[src/rtl/traffic_phase_sequencer.sv]
// N-phase signal controller: GREEN -> YELLOW -> ALL-RED per served phase, demand-driven selection.
// Define TRAFFIC_FLASH_EN to add the flash input and the flashing-yellow FLASH stage.
module traffic_phase_sequencer #(
  parameter int unsigned NUM_PHASES = 3,
  parameter int unsigned T_GREEN    = 10,
  parameter int unsigned T_YELLOW   = 3,
  parameter int unsigned T_ALLRED   = 2,
  parameter int unsigned T_FLASH    = 8,
  parameter int unsigned SKIP_EMPTY = 1
) (
  input  logic                          clk,
  input  logic                          rst,
  input  logic [NUM_PHASES-1:0]         req,
`ifdef TRAFFIC_FLASH_EN
  input  logic                          flash,
`endif
  output logic [3*NUM_PHASES-1:0]       lights,
  output logic [$clog2(NUM_PHASES)-1:0] phase_o,
  output logic [1:0]                    stage_o
);

  localparam int unsigned PW    = $clog2(NUM_PHASES);
  localparam int unsigned TMaxA = (T_GREEN > T_YELLOW) ? T_GREEN : T_YELLOW;
  localparam int unsigned TMaxB = (T_ALLRED > T_FLASH) ? T_ALLRED : T_FLASH;
  localparam int unsigned TMax  = (TMaxA > TMaxB) ? TMaxA : TMaxB;
  localparam int unsigned CW    = (TMax > 1) ? $clog2(TMax) : 1;

  localparam logic [2:0] LampRed    = 3'b100;
  localparam logic [2:0] LampYellow = 3'b010;
  localparam logic [2:0] LampGreen  = 3'b001;
  localparam logic [2:0] LampOff    = 3'b000;

  localparam logic [PW-1:0] LastPhase  = PW'(NUM_PHASES - 1);
  localparam logic [CW-1:0] GreenLast  = CW'(T_GREEN - 1);
  localparam logic [CW-1:0] YellowLast = CW'(T_YELLOW - 1);
  localparam logic [CW-1:0] AllRedLast = CW'(T_ALLRED - 1);
`ifdef TRAFFIC_FLASH_EN
  localparam logic [CW-1:0] FlashLast  = CW'(T_FLASH - 1);
`endif

  typedef enum logic [1:0] {
    StGreen  = 2'b00,
    StYellow = 2'b01,
    StAllRed = 2'b10,
    StFlash  = 2'b11
  } stage_e;

  stage_e                  stage_q, stage_d;
  logic [PW-1:0]           phase_q, phase_d;
  logic [CW-1:0]           count_q, count_d;
  logic                    toggle_q, toggle_d;
  logic [3*NUM_PHASES-1:0] lights_q, lights_d;

  logic                    flash_req;
  logic [PW-1:0]           next_phase;
  logic [PW-1:0]           cand;
  logic                    found;

`ifdef TRAFFIC_FLASH_EN
  assign flash_req = flash;
`else
  assign flash_req = 1'b0;
`endif

  // State register; outputs are registered alongside so lamps and stage move on the same edge.
  always_ff @(posedge clk) begin
    if (rst) begin
      stage_q  <= StAllRed;
      phase_q  <= LastPhase;
      count_q  <= '0;
      toggle_q <= 1'b0;
      lights_q <= {NUM_PHASES{LampRed}};
    end else begin
      stage_q  <= stage_d;
      phase_q  <= phase_d;
      count_q  <= count_d;
      toggle_q <= toggle_d;
      lights_q <= lights_d;
    end
  end

  // Round-robin search starting after the current phase; the current phase is tried last.
  always_comb begin
    next_phase = PW'((int'(phase_q) + 1) % NUM_PHASES);
    found      = 1'b0;
    cand       = '0;
    if (SKIP_EMPTY != 0) begin
      for (int k = 1; k <= NUM_PHASES; k++) begin
        cand = PW'((int'(phase_q) + k) % NUM_PHASES);
        if (!found && req[cand]) begin
          next_phase = cand;
          found      = 1'b1;
        end
      end
    end
  end

  // Next-state logic.
  always_comb begin
    stage_d  = stage_q;
    phase_d  = phase_q;
    count_d  = count_q + 1'b1;
    toggle_d = toggle_q;

    if (flash_req && (stage_q != StFlash)) begin
      stage_d  = StFlash;
      count_d  = '0;
      toggle_d = 1'b0;
    end else begin
      unique case (stage_q)
        StGreen: begin
          if (count_q == GreenLast) begin
            stage_d = StYellow;
            count_d = '0;
          end
        end
        StYellow: begin
          if (count_q == YellowLast) begin
            stage_d = StAllRed;
            count_d = '0;
          end
        end
        StAllRed: begin
          if (count_q == AllRedLast) begin
            stage_d = StGreen;
            phase_d = next_phase;
            count_d = '0;
          end
        end
`ifdef TRAFFIC_FLASH_EN
        StFlash: begin
          if (flash_req) begin
            if (count_q == FlashLast) begin
              toggle_d = ~toggle_q;
              count_d  = '0;
            end
          end else begin
            // Leaving flash restarts the search from the top so phase 0 is tried first.
            stage_d  = StAllRed;
            phase_d  = LastPhase;
            count_d  = '0;
            toggle_d = 1'b0;
          end
        end
`endif
        default: begin
          stage_d  = StAllRed;
          phase_d  = LastPhase;
          count_d  = '0;
          toggle_d = 1'b0;
        end
      endcase
    end
  end

  // Lamp pattern for the state being entered.
  always_comb begin
    lights_d = {NUM_PHASES{LampRed}};
    for (int p = 0; p < NUM_PHASES; p++) begin
      unique case (stage_d)
        StGreen: begin
          if (phase_d == PW'(p)) lights_d[3*p +: 3] = LampGreen;
        end
        StYellow: begin
          if (phase_d == PW'(p)) lights_d[3*p +: 3] = LampYellow;
        end
        StFlash: begin
          lights_d[3*p +: 3] = toggle_d ? LampOff : LampYellow;
        end
        default: begin
          lights_d[3*p +: 3] = LampRed;
        end
      endcase
    end
  end

  assign lights  = lights_q;
  assign phase_o = phase_q;
  assign stage_o = stage_q;

endmodule

[config.mk]
export PLATFORM = sky130hd
export DESIGN_NAME = traffic_phase_sequencer
export DESIGN_NICKNAME = d
export VERILOG_FILES = /design/src/rtl/traffic_phase_sequencer.sv
export SDC_FILE = /design/constraint.sdc
export NUM_CORES = 1
export LEC_CHECK = 0
export CORE_MARGIN = 2
export CORE_UTILIZATION = 49
export CTS_CLUSTER_SIZE = 16
export DETAILED_ROUTE_END_ITERATION = 10
export PLACE_DENSITY = 0.86
export SLEW_MARGIN = 40
export SYNTH_ARGS = -nofsm -noshare
export SYNTH_HDL_FRONTEND = slang
export SYNTH_SLANG_ARGS = --single-unit
[constraint.sdc]
create_clock -name clk -period 2.2 [get_ports clk]
set_input_delay 0.33 -clock clk [delete_from_list [all_inputs] [get_ports clk]]
set_output_delay 0.33 -clock clk [all_outputs]
set_load 0.02 [all_outputs]
Yosys cells after proc, flatten, opt, wreduce, memory -nomap -nowiden

Cells that the tools add are included.

Reductions and logical operators: 9
Equality and inequality tests: 9
Divide/modulo/power cells: 3
$add $sub $neg: 4
Order comparisons: 3
Mux-type cells: 31

Operators with widths:

| cell                  | number |
|---|---|
| $mod 32x2->32 const B | 3 |
| $pmux 3 s3            | 3 |
| $mux 3                | 6 |
| $mux 2                | 7 |
| $mux 4                | 3 |
| $pmux 4 s3            | 1 |
| $lt 2x3->1 const B    | 3 |
| $add 2x2->3 const B   | 2 |
| $bmux 1 s2            | 3 |
| $eq 2x1->1 const B    | 3 |
| $eq 2x2->1 const B    | 3 |
| $logic_not 2->1       | 3 |
| $mux 1                | 6 |
| $pmux 2 s3            | 1 |
| $add 4x1->4 const B   | 1 |
| $eq 4x1->1 const B    | 1 |
| $eq 4x2->1 const B    | 1 |
| $eq 4x4->1 const B    | 1 |
| $pmux 2 s2            | 1 |
| $add 2x1->3 const B   | 1 |
| $reduce_or 3->1       | 1 |
| $logic_and 1x1->1     | 2 |
| $logic_not 1->1       | 2 |
| $reduce_or 2->1       | 1 |

Logic and storage cells: 64
Bits in registers: 18
Input port bits: 5

Logic depth before layout (Yosys ltp)

Gate-level depths: netlist of run 1.

Depth after elaboration: 16
Gate-level depth with buffers: 8

Least setup slack after synthesis of run 1

OpenSTA, ideal clock, no wires.

Path kind: flip-flop to flip-flop
Start point: register phase_q[0], in the netlist phase_o[0]
End point: register lights_q[8], in the netlist lights[8]
Arrival: 1.932 ns
Slack: 0.142 ns
Data required time: 2.073 ns
Stages on the path, launching flop included: 8
Library setup time: 0.127 ns
Period minus slack after synthesis: 2.058 ns
Path through: dfxtp_1 > inv_1 > ha_1 > buf_4 > maj3_1 > a31oi_1 > o41ai_4 > or3_1

Cells in the longest elaborated chain, start to end: 16
Elaborated cells between the ends (all ways): 26

Ends and longest elaborated chain:

| element                          | line     | source |
|---|---|---|
| start: declaration               | 49       | `logic [PW-1:0] phase_q, phase_d;` |
| start signal: assignment         | 69       | `phase_q <= LastPhase;` |
| start signal: assignment         | 75       | `phase_q <= phase_d;` |
| $add 2x1->3                      | 84, 89   |  |
| $mod 32x2->32                    | 84, 89   |  |
| $bmux 1 s2                       | 90       | `if (!found && req[cand]) begin` |
| $mux 1 (not written as such)     | 90       |  |
| $mux 1                           | 90       |  |
| $logic_not 1->1                  | 90       |  |
| $logic_and 1x1->1                | 90       |  |
| $mux 1                           | 90       |  |
| $logic_not 1->1                  | 90       |  |
| $logic_and 1x1->1                | 90       |  |
| $mux 2                           | 90       |  |
| $mux 2                           | 124      | `if (count_q == AllRedLast) begin` |
| $pmux 2 s2 *                     | 110      | `unique case (stage_q)` |
| $eq 2x2->1 *                     | 162, 165 |  |
| $mux 3, on equally long branches | 165, 162 |  |
| $pmux 3 s3 *                     | 160      | `unique case (stage_d)` |
| end signal: assignment           | 72       | `lights_q <= {NUM_PHASES{LampRed}};` |
| end signal: assignment           | 78       | `lights_q <= lights_d;` |
| end: declaration                 | 52       | `logic [3*NUM_PHASES-1:0] lights_q, lights_d;` |

Every way passes the cells marked *; elsewhere a longest branch is shown, timed or not. The select of a mux whose other input is x is not followed.
A chain may end at the register's enable or synchronous reset.

Worst setup path in the final report of run 1

Ends and elaborated chain as after synthesis.

==> results of run 1 <==
## flip-flops by register name, summed over array words and instances (netlist names)
signal / count
stage_o: 2
phase_o: 2
lights: 9
count_q: 4
## worst register-to-register path: cells and delay by family, from the launching register on
kind	cells	cell delay [ns]
flops	1	0.40
buf+inv	1	0.06
fa+ha+maj	2	0.68
simple gates	1	0.33
compound gates	2	0.48
## cells in the final DEF (no fill, tap or decap), types with 2 or more instances in the layout
cell type        instances
dfxtp_1                 17
clkdlybuf4s50_1         17
inv_1                    6
nor2_1                   6
ha_1                     5
o21ai_0                  4
inv_2                    4
nand2_1                  4
a21oi_1                  4
nand3_1                  4
and3_1                   4
or3_1                    3
clkbuf_4                 3
nand2b_1                 2
nor3_1                   2
nor3b_1                  2
a31oi_1                  2
buf_4                    2
## stage by stage
step	cell area (um2)	setup WS (ns)	power (mW)	cells	util, %
6_report	1110	0.126	0.869	140	64.8
5_1_grt	1110	0.0132	0.930	140	64.8
4_1_cts	1100	0.135	0.872	140	64.7
3_5_place_dp	1080	0.0634	0.703	136	63.1
3_3_place_gp	1080	0.0905	0.695	136	63.1
2_1_floorplan	890	0.142	0.615	96	-
## power by group
group	leakage (nW)	switching, mW	internal (mW)	total (mW)
logic	0.297	0.174	0.156	0.330
registers	0.139	0.0287	0.341	0.369
clock network	0.0177	0.101	0.0677	0.169
total	0.453	0.304	0.565	0.869
## area by class of cell
class | count | area (um2)
clock buffer | 3 | 22.5
sequential | 17 | 340
fill | 148 | 602
inverter | 10 | 37.5
clock inverter | 1 | 5.00
multi-input combinational | 65 | 484
timing repair buffer | 19 | 185
tap | 25 | 31.3
## cells by family (layout without fill, tap and decap cells)
kind of cell | Yosys count | in the layout | synth area share [%]
mux | 1 | 1 | 1.13
buf+inv | 14 | 33 | 7.45
fa+ha+maj | 6 | 6 | 8.16
xor+xnor | 2 | 2 | 1.97
simple gates | 34 | 34 | 22.5
compound gates | 22 | 22 | 20.5
flops | 17 | 17 | 38.3
## path summary, 6_finish.rpt
check | endpoint
setup / recovery | lights[8]$_SDFF_PP1_
hold / removal | count_q[0]$_SDFF_PP0_
setup reg to reg | lights[8]$_SDFF_PP1_
hold reg to reg | count_q[0]$_SDFF_PP0_
## per-layer routing
| metal | share of wire (%) | routed length [um] |
|---|---|---|
| met1 | 47 | 765 |
| met2 | 47 | 772 |
| met3 | 4.7 | 77 |
| met4 | 1.6 | 26 |
| met5 | 0 | 0 |
## timing repair
action                     4_1_cts  5_1_grt
hold endpoints to repair         0        0
setup endpoints to repair        0        1
resized for setup                0        1
==> out/results.ini, run 1 <==
[global_routing]
grt_pass1_vias=676
top_usage_layer=met2
use_met1_pct=21.7
antenna_found_initial=0
grt_pass1_wl_mm=2.77
track_usage_pct=18.0
grt_max_degree=11
grtUsageMet2_pct=29.4
met3_usage_pct=5.10
grt_overflow=0

[worst_setup_path]
cp-startpoint=phase_o[0]$_SDFF_PP0_
critPathArrivalTime_ns=2.25
r2r_start=phase_o[0]$_SDFF_PP0_
critical_path_class=register to register
path_cells=inv_1 > ha_1 > maj3_1 > a31oi_1 > o41ai_4 > or3_1
critical_path.top_delay_family=adder cells
worst-path-stages=6
reg2reg_setup_slack_ns=0.13
rr_worst_depth=6
crit_buf_inv=1
cp.required_ns=2.38
slowest_stage=dfxtp_1
slowest_delay_ns=0.40
crit_path_end_kind=register
critPathLaunchType=register
worstPathMaxFanout=9

[die]
die_w_um=46.6
initial_utilization_pct=52.1
die_area_um2=2170
fp-row-count=15
die_h_um=46.6
coreArea_um2=1710
ios=18

[yosys]
avgSynthCellArea_um2=9.27
synth.distinct_cells=41
yosys.area.top_type=dfxtp_1
syn_area_um2=890
syn-num-nets=106
ys_ff_latch=17
synthCells=96
synthTopCellsByCount=dfxtp_1, inv_1, nor2_1, ha_1
synth-seq-area-share_pct=38.3
synth.most_common_cell=dfxtp_1
synth_edf_count=0
synth_warnings=0
synth_area_leaders=dfxtp_1, ha_1, o41ai_4
postSynth.asyncResetShare_pct=0
ys.flop_type=dfxtp_1
synth_top_area_share_pct=38.3

[clocking]
cts_hold_buffers=0
numCtsBuffers=3
clkTransAtPathRegs_ns=0.10
postCtsSetupBuffers=0
cts.htree.levels=1
clk_path_buf_depth=2
clk-insertion-delay-late_ns=0.30
cts_tree=built
numClockSinks=17
cts-root-buf=clkbuf_4

[route]
first_iter_violations=10
vias=740
drc=0
firstDrtPassIters=4
wl_per_cell_um=11.7
viasPerCell=5.29
finalWirelength_mm=1.64
drtAntennaViolNets=0

[placement]
place.gp.congestion=0.815
io_buffers=17
dp_hpwl_mm=1.22

[sta]
worst_pin_slew_ns=0.511
relSlewSlack_pct=65.8
max_freq_ghz=0.482
drv_slew=0
fin_crit_sh_pct=94.3
fin_worst_skew_ns=0.00612
layout_min_cycle_time_ns=2.07
hold_viol=0
finalSetupTns_ns=0
rsz0062_at_grt=false
hold_ws_ns=0.488
setup_viol=0

[pwr]
power.density_nw_per_um2=785
p_leak_nw=0.453
ir_drop_v=0.000530

[hold_path]
hp-start=count_q[0]$_SDFF_PP0_
hold_depth=1
min-delay-path-class=register to register

[finish]
final_nets=126
synthToLayoutAreaGrowth_pct=24.3
drive_gt1_share_pct=13.9
n_antenna_cell=0

[job]
maxCapViolCount=0

[run_status]
status=completed

Note: power is estimated with default switching activity, not from simulation.
==> run 2: changes to the inputs <==
==> constraint.sdc (replaced) <==
create_clock -name clk -period 2.3 [get_ports clk]
set_input_delay 0.345 -clock clk [delete_from_list [all_inputs] [get_ports clk]]
set_output_delay 0.345 -clock clk [all_outputs]
set_load 0.02 [all_outputs]
==> run 2 against run 1 <==
Net effect:
- maximum frequency is essentially flat
- clock power is 5% lower
- combinational power is 5% lower
- sequential cell count did not move
- core utilization fell by 0.51 points
- register-to-register slack improved by 0.10 ns
- global-route usage up 1.1 points
- sequential power down 4%
- final area is 0.79% lower
- via count is 0.41% lower
- critical path depth unchanged
==> out/results.ini, run 2 (synthesis gave the netlist of run 1 again) <==
[route]
drc=0
vias=737
viasPerCell=5.30
finalWirelength_mm=1.72
wl_per_cell_um=12.3
drtAntennaViolNets=0
firstDrtPassIters=4
first_iter_violations=7

[die]
fp-row-count=15
initial_utilization_pct=52.1
die_area_um2=2170
coreArea_um2=1710
die_w_um=46.6
ios=18
die_h_um=46.6

[sta]
hold_viol=0
finalSetupTns_ns=0
setup_viol=0
rsz0062_at_grt=false
relSlewSlack_pct=68.4
drv_slew=0
max_freq_ghz=0.483
fin_worst_skew_ns=0.000835
worst_pin_slew_ns=0.471
fin_crit_sh_pct=90.1
layout_min_cycle_time_ns=2.07

[placement]
placedCellCount=135
dp_hpwl_mm=1.32
io_buffers=17
place.gp.congestion=0.776

[clocking]
ctsResizeCount=0
cts_tree=built
clkTransAtPathRegs_ns=0.10
cts.htree.levels=1
postCtsSetupBuffers=0
cts-root-buf=clkbuf_4
numClockSinks=17
numCtsBuffers=3
clk-insertion-delay-late_ns=0.29
cts_hold_buffers=0
clk_path_buf_depth=2

[worst_setup_path]
critical_path.top_delay_family=compound AO/OA/AOI/OAI gates
crit_buf_inv=1
critical_path_class=register to register
worstPathMaxFanout=10
crit_path_end_kind=register
cp.required_ns=2.48
slowest_stage=dfxtp_1
slowest_delay_ns=0.40
critPathLaunchType=register
path_cells=inv_1 > ha_1 > a21oi_1 > a2111o_1 > a32o_1 > or3_1
critPathArrivalTime_ns=2.26

[global_routing]
track_usage_pct=19.1
grt_pass1_vias=705
grt_max_degree=11
grt_overflow=0
antenna_found_initial=0
grt_pass1_wl_mm=2.95

[hold_path]
min-delay-path-class=register to register

[finish]
final_nets=125
n_fill_cell=157
drive_gt1_share_pct=12.3
synthToLayoutAreaGrowth_pct=23.3
register_area_um2=340
final_cell_mix=dfxtp_1, clkdlybuf4s50_1, inv_1, nor2_1, ha_1
n_antenna_cell=0
largest_reg_flops=9
layout.cells.non_filler=139
multiInputGateArea_um2=483

[pwr]
ir_drop_v=0.000480
p_leak_nw=0.444
power.density_nw_per_um2=755

[job]
maxCapViolCount=0

[run_status]
status=completed

==> run 2: cell count changes in the layout (fill, tap and decap cells not counted) <==
cell,delta
buf_4,-1
a32o_2,-1
a32o_1,+1
==> run 2: metrics by stage <==
stage / worst slack (ns) / instance area [um2] / utilization (%) / hold WS (ns) / power, mW
floorplan: 0.242 / 890 / - / 0.414 / 0.588
global placement: 0.131 / 1070 / 62.6 / 0.461 / 0.662
detailed placement: 0.0788 / 1070 / 62.6 / 0.480 / 0.678
CTS: 0.215 / 1100 / 64.2 / 0.504 / 0.839
global route: 0.0912 / 1100 / 64.2 / 0.527 / 0.885
finish: 0.228 / 1100 / 64.2 / 0.495 / 0.828
==> run 2: final timing paths <==
kind | depth (start not counted) | to | start | slack (ns)
setup / recovery | 6 | lights[8]$_SDFF_PP1_ | phase_o[0]$_SDFF_PP0_ | 0.23
hold reg to reg | 1 | count_q[0]$_SDFF_PP0_ | count_q[0]$_SDFF_PP0_ | 0.49
setup reg to reg | 6 | lights[8]$_SDFF_PP1_ | phase_o[0]$_SDFF_PP0_ | 0.23
hold / removal | 1 | count_q[0]$_SDFF_PP0_ | count_q[0]$_SDFF_PP0_ | 0.49
==> run 2: area by class of cell <==
type | count | area share (%)
Multi-Input combinational cell | 65 | 44.0
Clock inverter | 1 | 0.456
Tap cell | 25 | 2.85
Sequential cell | 17 | 31.0
Inverter | 10 | 3.42
Clock buffer | 3 | 2.05
Timing Repair Buffer | 18 | 16.2
==> run 2: power breakdown <==
group | switching (mW) | internal (mW) | leakage (nW)
registers | 0.0280 | 0.326 | 0.139
logic | 0.168 | 0.147 | 0.287
clock network | 0.0949 | 0.0647 | 0.0177
total | 0.291 | 0.538 | 0.444
==> run 2: routing by layer <==
metal / share of wire [%] / vias to the layer above / global-route usage [%]
li1: - / 376 / -
met1: 43 / 341 / 22.6
met2: 52 / 16 / 33.1
met3: 3.3 / 4 / 3.92
met4: 1.6 / 0 / 8.33
met5: 0 / - / 0
